[config.mk]
export PLATFORM = sky130hd
export DESIGN_NAME = datapath_struct_29
export DESIGN_NICKNAME = d
export VERILOG_FILES = /design/src/rtl/datapath_struct_29.sv
export SDC_FILE = /design/constraint.sdc
export NUM_CORES = 1
export LEC_CHECK = 0
export CORE_MARGIN = 2
export CORE_UTILIZATION = 47
export DETAILED_ROUTE_END_ITERATION = 16
export GPL_TIMING_DRIVEN = 0
export PLACE_DENSITY = 0.78
export SYNTH_ARGS = -nofsm -noshare
export SYNTH_HDL_FRONTEND = slang
export SYNTH_SLANG_ARGS = --single-unit
[constraint.sdc]
create_clock -name clock -period 1.9 [get_ports clock]
set_input_delay 0.19 -clock clock [delete_from_list [all_inputs] [get_ports clock]]
set_output_delay 0.19 -clock clock [all_outputs]
set_load 0.03 [all_outputs]
[src/rtl/datapath_struct_29.sv]
`default_nettype none
// ============================================================================
// Module      : datapath_struct_29
// Description : Register-transfer datapath driven by a 3-bit controller state
//               code. Performs one micro-operation per clock on accumulator A,
//               returns zero/MSB flags, latches results into R, counts passes
//               (saturating) and pulses done after each result latch.
// Revision    : 1.0 - initial release
// ============================================================================
module datapath_struct_29 #(
  parameter int W  = 4,
  parameter int CW = 8
) (
  input  logic          clock,
  input  logic          reset,
  input  logic [2:0]    state,
  input  logic [W-1:0]  din,
  output logic          E,
  output logic          F,
  output logic [W-1:0]  A,
  output logic [W-1:0]  R,
  output logic          C,
  output logic          done,
  output logic [CW-1:0] passes
);

  // Controller state codes and the micro-operation each one selects
  localparam logic [2:0] c_ST_HOLD   = 3'd0;
  localparam logic [2:0] c_ST_LOAD   = 3'd1;
  localparam logic [2:0] c_ST_INC_A  = 3'd2;
  localparam logic [2:0] c_ST_SHR    = 3'd3;
  localparam logic [2:0] c_ST_INC_B  = 3'd4;
  localparam logic [2:0] c_ST_LATCH_A = 3'd5;
  localparam logic [2:0] c_ST_DEC    = 3'd6;
  localparam logic [2:0] c_ST_LATCH_B = 3'd7;

  localparam logic [W-1:0]  c_ONE_W  = W'(1);
  localparam logic [CW-1:0] c_ONE_CW = CW'(1);
  localparam logic [CW-1:0] c_MAX_CW = {CW{1'b1}};

  logic [W-1:0]  a_q, a_d;
  logic [W-1:0]  r_q, r_d;
  logic          c_q, c_d;
  logic          done_q, done_d;
  logic [CW-1:0] passes_q, passes_d;

  // Decode the sampled state code into next values for every register
  always_comb begin
    a_d      = a_q;
    r_d      = r_q;
    c_d      = c_q;
    done_d   = 1'b0;
    passes_d = passes_q;
    case (state)
      c_ST_LOAD: begin
        a_d = din;
        c_d = 1'b0;
      end
      c_ST_INC_A, c_ST_INC_B: begin
        a_d = a_q + c_ONE_W;
        // Carry is sticky: set on wrap from all-ones, otherwise untouched
        if (&a_q) begin
          c_d = 1'b1;
        end
      end
      c_ST_SHR: begin
        a_d = a_q >> 1;
      end
      c_ST_DEC: begin
        a_d = a_q - c_ONE_W;
      end
      c_ST_LATCH_A, c_ST_LATCH_B: begin
        r_d    = a_q;
        done_d = 1'b1;
        // Count saturates rather than wrapping
        if (passes_q != c_MAX_CW) begin
          passes_d = passes_q + c_ONE_CW;
        end
      end
      default: begin
      end
    endcase
  end

  // State registers with asynchronous active-low clear
  always_ff @(posedge clock or negedge reset) begin
    if (!reset) begin
      a_q      <= '0;
      r_q      <= '0;
      c_q      <= 1'b0;
      done_q   <= 1'b0;
      passes_q <= '0;
    end else begin
      a_q      <= a_d;
      r_q      <= r_d;
      c_q      <= c_d;
      done_q   <= done_d;
      passes_q <= passes_d;
    end
  end

  assign A      = a_q;
  assign R      = r_q;
  assign C      = c_q;
  assign done   = done_q;
  assign passes = passes_q;
  assign E      = (a_q == '0);
  assign F      = a_q[W-1];

endmodule
`default_nettype wire

==> out/metrics.cfg <==
[place]
dp_hpwl_um=1790
port_buffers=27
pre_cts_slack_ps=-128
dp_cells=172
gp_congestion=0.831
post_dp_cell_area_sq_mm=0.00139

[logic_synthesis]
synth_cells=117
syn_nets=129
synth_warnings=0
netlist_area_sq_mm=0.00109
ys_types=42
synth_seq_cells=18
synth_top_flop_cell=dfrtp_1
async_flop_share_pct=100
synth_edf_count=0
syn_area_per_cell_sq_um=9.29
yosysSeqAreaShare_pct=41.4

[die]
core-area_sq_mm=0.00219
fp.dieH_um=52.1
die_area_sq_mm=0.00271
io_pins=29
die_width_um=52.1
initial_core_util_pct=49.6
rows=17

[finish]
area_delta_synth_final_pct=31.0
finalNonFillerCells=175
final_cell_area_sq_mm=0.00142
drive_gt1_share_pct=15.0
diodes=0
fin_nets=160

[drt]
wl_per_cell_um=13.2
first_pass_iters=5
finalWirelength_um=2320
first_iter_violations=25
vias_per_cell=5.71
ant_nets=0
drc=0
num_vias=999

[timing]
max_freq_mhz=548
finalSetupViolCount=0
fin_crit_ps=1830
hold_viol=0
slew_viol_final=0
tightest_slew_ps=778
tns_ps=0
skew_ps=7.72
period_share_pct=96.1
fin_ws_ps=74.9
grt_setup_unrepaired=no
relSlewSlack_pct=48.0

[cts]
cts_buffers=3
cts_root_buf=clkbuf_4
cts_sinks=18
clk_pin_slew_ps=100
cts_setup_buffers=0
cts_tree=yes
clock_path_buffers=2
clkLatencyLatePin_ps=290
cts_max_level=1

[critical_path]
start_kind=register
critical_path.cell_chain=buf_4, clkdlybuf4s50_1
reg2reg_from=A[1]$_DFFE_PN0P_
criticalPathCategory=register to primary output
required_ps=1710
reg2reg_to=A[2]$_DFFE_PN0P_
rr_worst_depth=7
worst-r2r-setup-slack_ps=260
path_delay_family=buffers and inverters
crit_fanout=9
cp_slowest_cell=clkdlybuf4s50_1
path_buf_inv=2
arrival_ps=1640
crit_path_max_incr_delay_ps=650
crit_path_end_kind=primary output

[global_route]
grt_max_degree=19
grt_pass1_vias=979
antenna_found_initial=0
grt_pass1_wl_um=3960
gr-total-overflow=0
groute.usage.overall_pct=19.7

[power]
leakagePower_nw=0.613
vdd_drop_max_mv=0.751
power_density_mw_per_mm2=1250
finalPower_mw=1.79

[worst_hold_path]
hold_class=input port to async pin

[run_status]
status=completed

[flow_run]
drv_cap=0

Yosys cell counts (all sizes together) (2+ instances only):
library cell | number | area share [%]
dfrtp | 18 | 41
nand2 | 17 | 6.3
a21oi | 8 | 3.7
nor2 | 7 | 2.6
buf | 6 | 3.5
inv | 4 | 1.4
mux2 | 4 | 4.5
nand2b | 4 | 2.3
nor3 | 4 | 2.3
a31oi | 3 | 1.7
and3 | 3 | 1.8
ha | 3 | 3.5
nand3 | 3 | 1.4
o211ai | 3 | 2.1
o21a | 3 | 2.8
xnor2 | 3 | 2.4
nand3b | 2 | 1.4
nor2b | 2 | 1.2
nor4 | 2 | 1.2
o21ai | 2 | 0.92
o22ai | 2 | 1.2
xor2 | 2 | 1.6
routing by layer:
layer  track usage (%)  routed length, um
met1              22.2                974
met2              34.4               1150
met5                 0                  0
met4              15.4                 72
met3              1.15                117
cell families (layout without fill, tap and decap cells):
family,after synthesis,count (layout),share of synthesized area [%]
AOI/OAI and AO/OA,27,27,17.1
DFF,18,18,41.4
and+or+nand+nor,48,48,23.4
muxes,5,5,5.41
adders and majority gates,3,3,3.45
buffers and inverters,11,41,5.18
xor gates and xnor gates,5,5,4.03
sequential cells by signal (all words and copies together) (netlist names):
register,cells
passes,8
A,4
R,4
C,1
done,1
layout by cell type, fill, tap and decap left out, types with 2 or more instances in the layout:
master,instances
nor2b_1,2
buf_4,3
o211ai_1,3
buf_2,3
nor3_1,3
nand2_2,2
clkbuf_4,3
inv_1,3
nand2_1,15
ha_1,3
clkdlybuf4s50_1,26
o22ai_1,2
mux2_2,3
xor2_1,2
nand3b_1,2
o21a_1,2
xnor2_1,3
o21ai_0,2
nor4_1,2
nand3_1,3
dfrtp_1,18
a21oi_1,8
a31oi_1,3
and3_1,2
nand2b_1,4
nor2_1,6
worst max-delay path by stage:
stage | slack (ps) | end | cells after the start | startpoint
CTS | 70 | A[3] | 2 | A[3]$_DFFE_PN0P_
detailed placement | -130 | A[2]$_DFFE_PN0P_ | 9 | state[1]
global placement | -100 | A[2]$_DFFE_PN0P_ | 9 | state[1]
floorplan | 20 | E | 2 | A[1]$_DFFE_PN0P_
finish | 70 | A[3] | 2 | A[3]$_DFFE_PN0P_
global route | 6 | A[2]$_DFFE_PN0P_ | 9 | state[1]
metrics by stage:
| step | hold slack (ps) | util [%] |
|---|---|---|
| final | 341 | 65.0 |
| after global routing | 366 | 65.0 |
| after CTS | 348 | 65.2 |
| after detailed placement | 463 | 63.6 |
| after global placement | 458 | 63.6 |
| after floorplan | -106 | - |
area by class of cell:
cell class,count,area (sq um)
inverter,4,15.0
multi-input combinational,88,581
timing repair buffer,27,269
tap,28,35.0
buffer,6,37.5
fill,200,767
sequential,18,450
clock buffer,4,36.3
timing repair:
action | 4_1_cts | 5_1_grt
gates resized for setup | 1 | 0
hold buffers | 0 | 0
endpoints found under the setup margin | 1 | 3
cloned | 0 | 0
where the power goes:
group / leakage [nW] / switching (mW) / internal, mW
sequential: 0.220 / 0.163 / 0.495
combinational: 0.372 / 0.493 / 0.407
clock: 0.0210 / 0.112 / 0.117
Power figures use the tool's default switching activity.
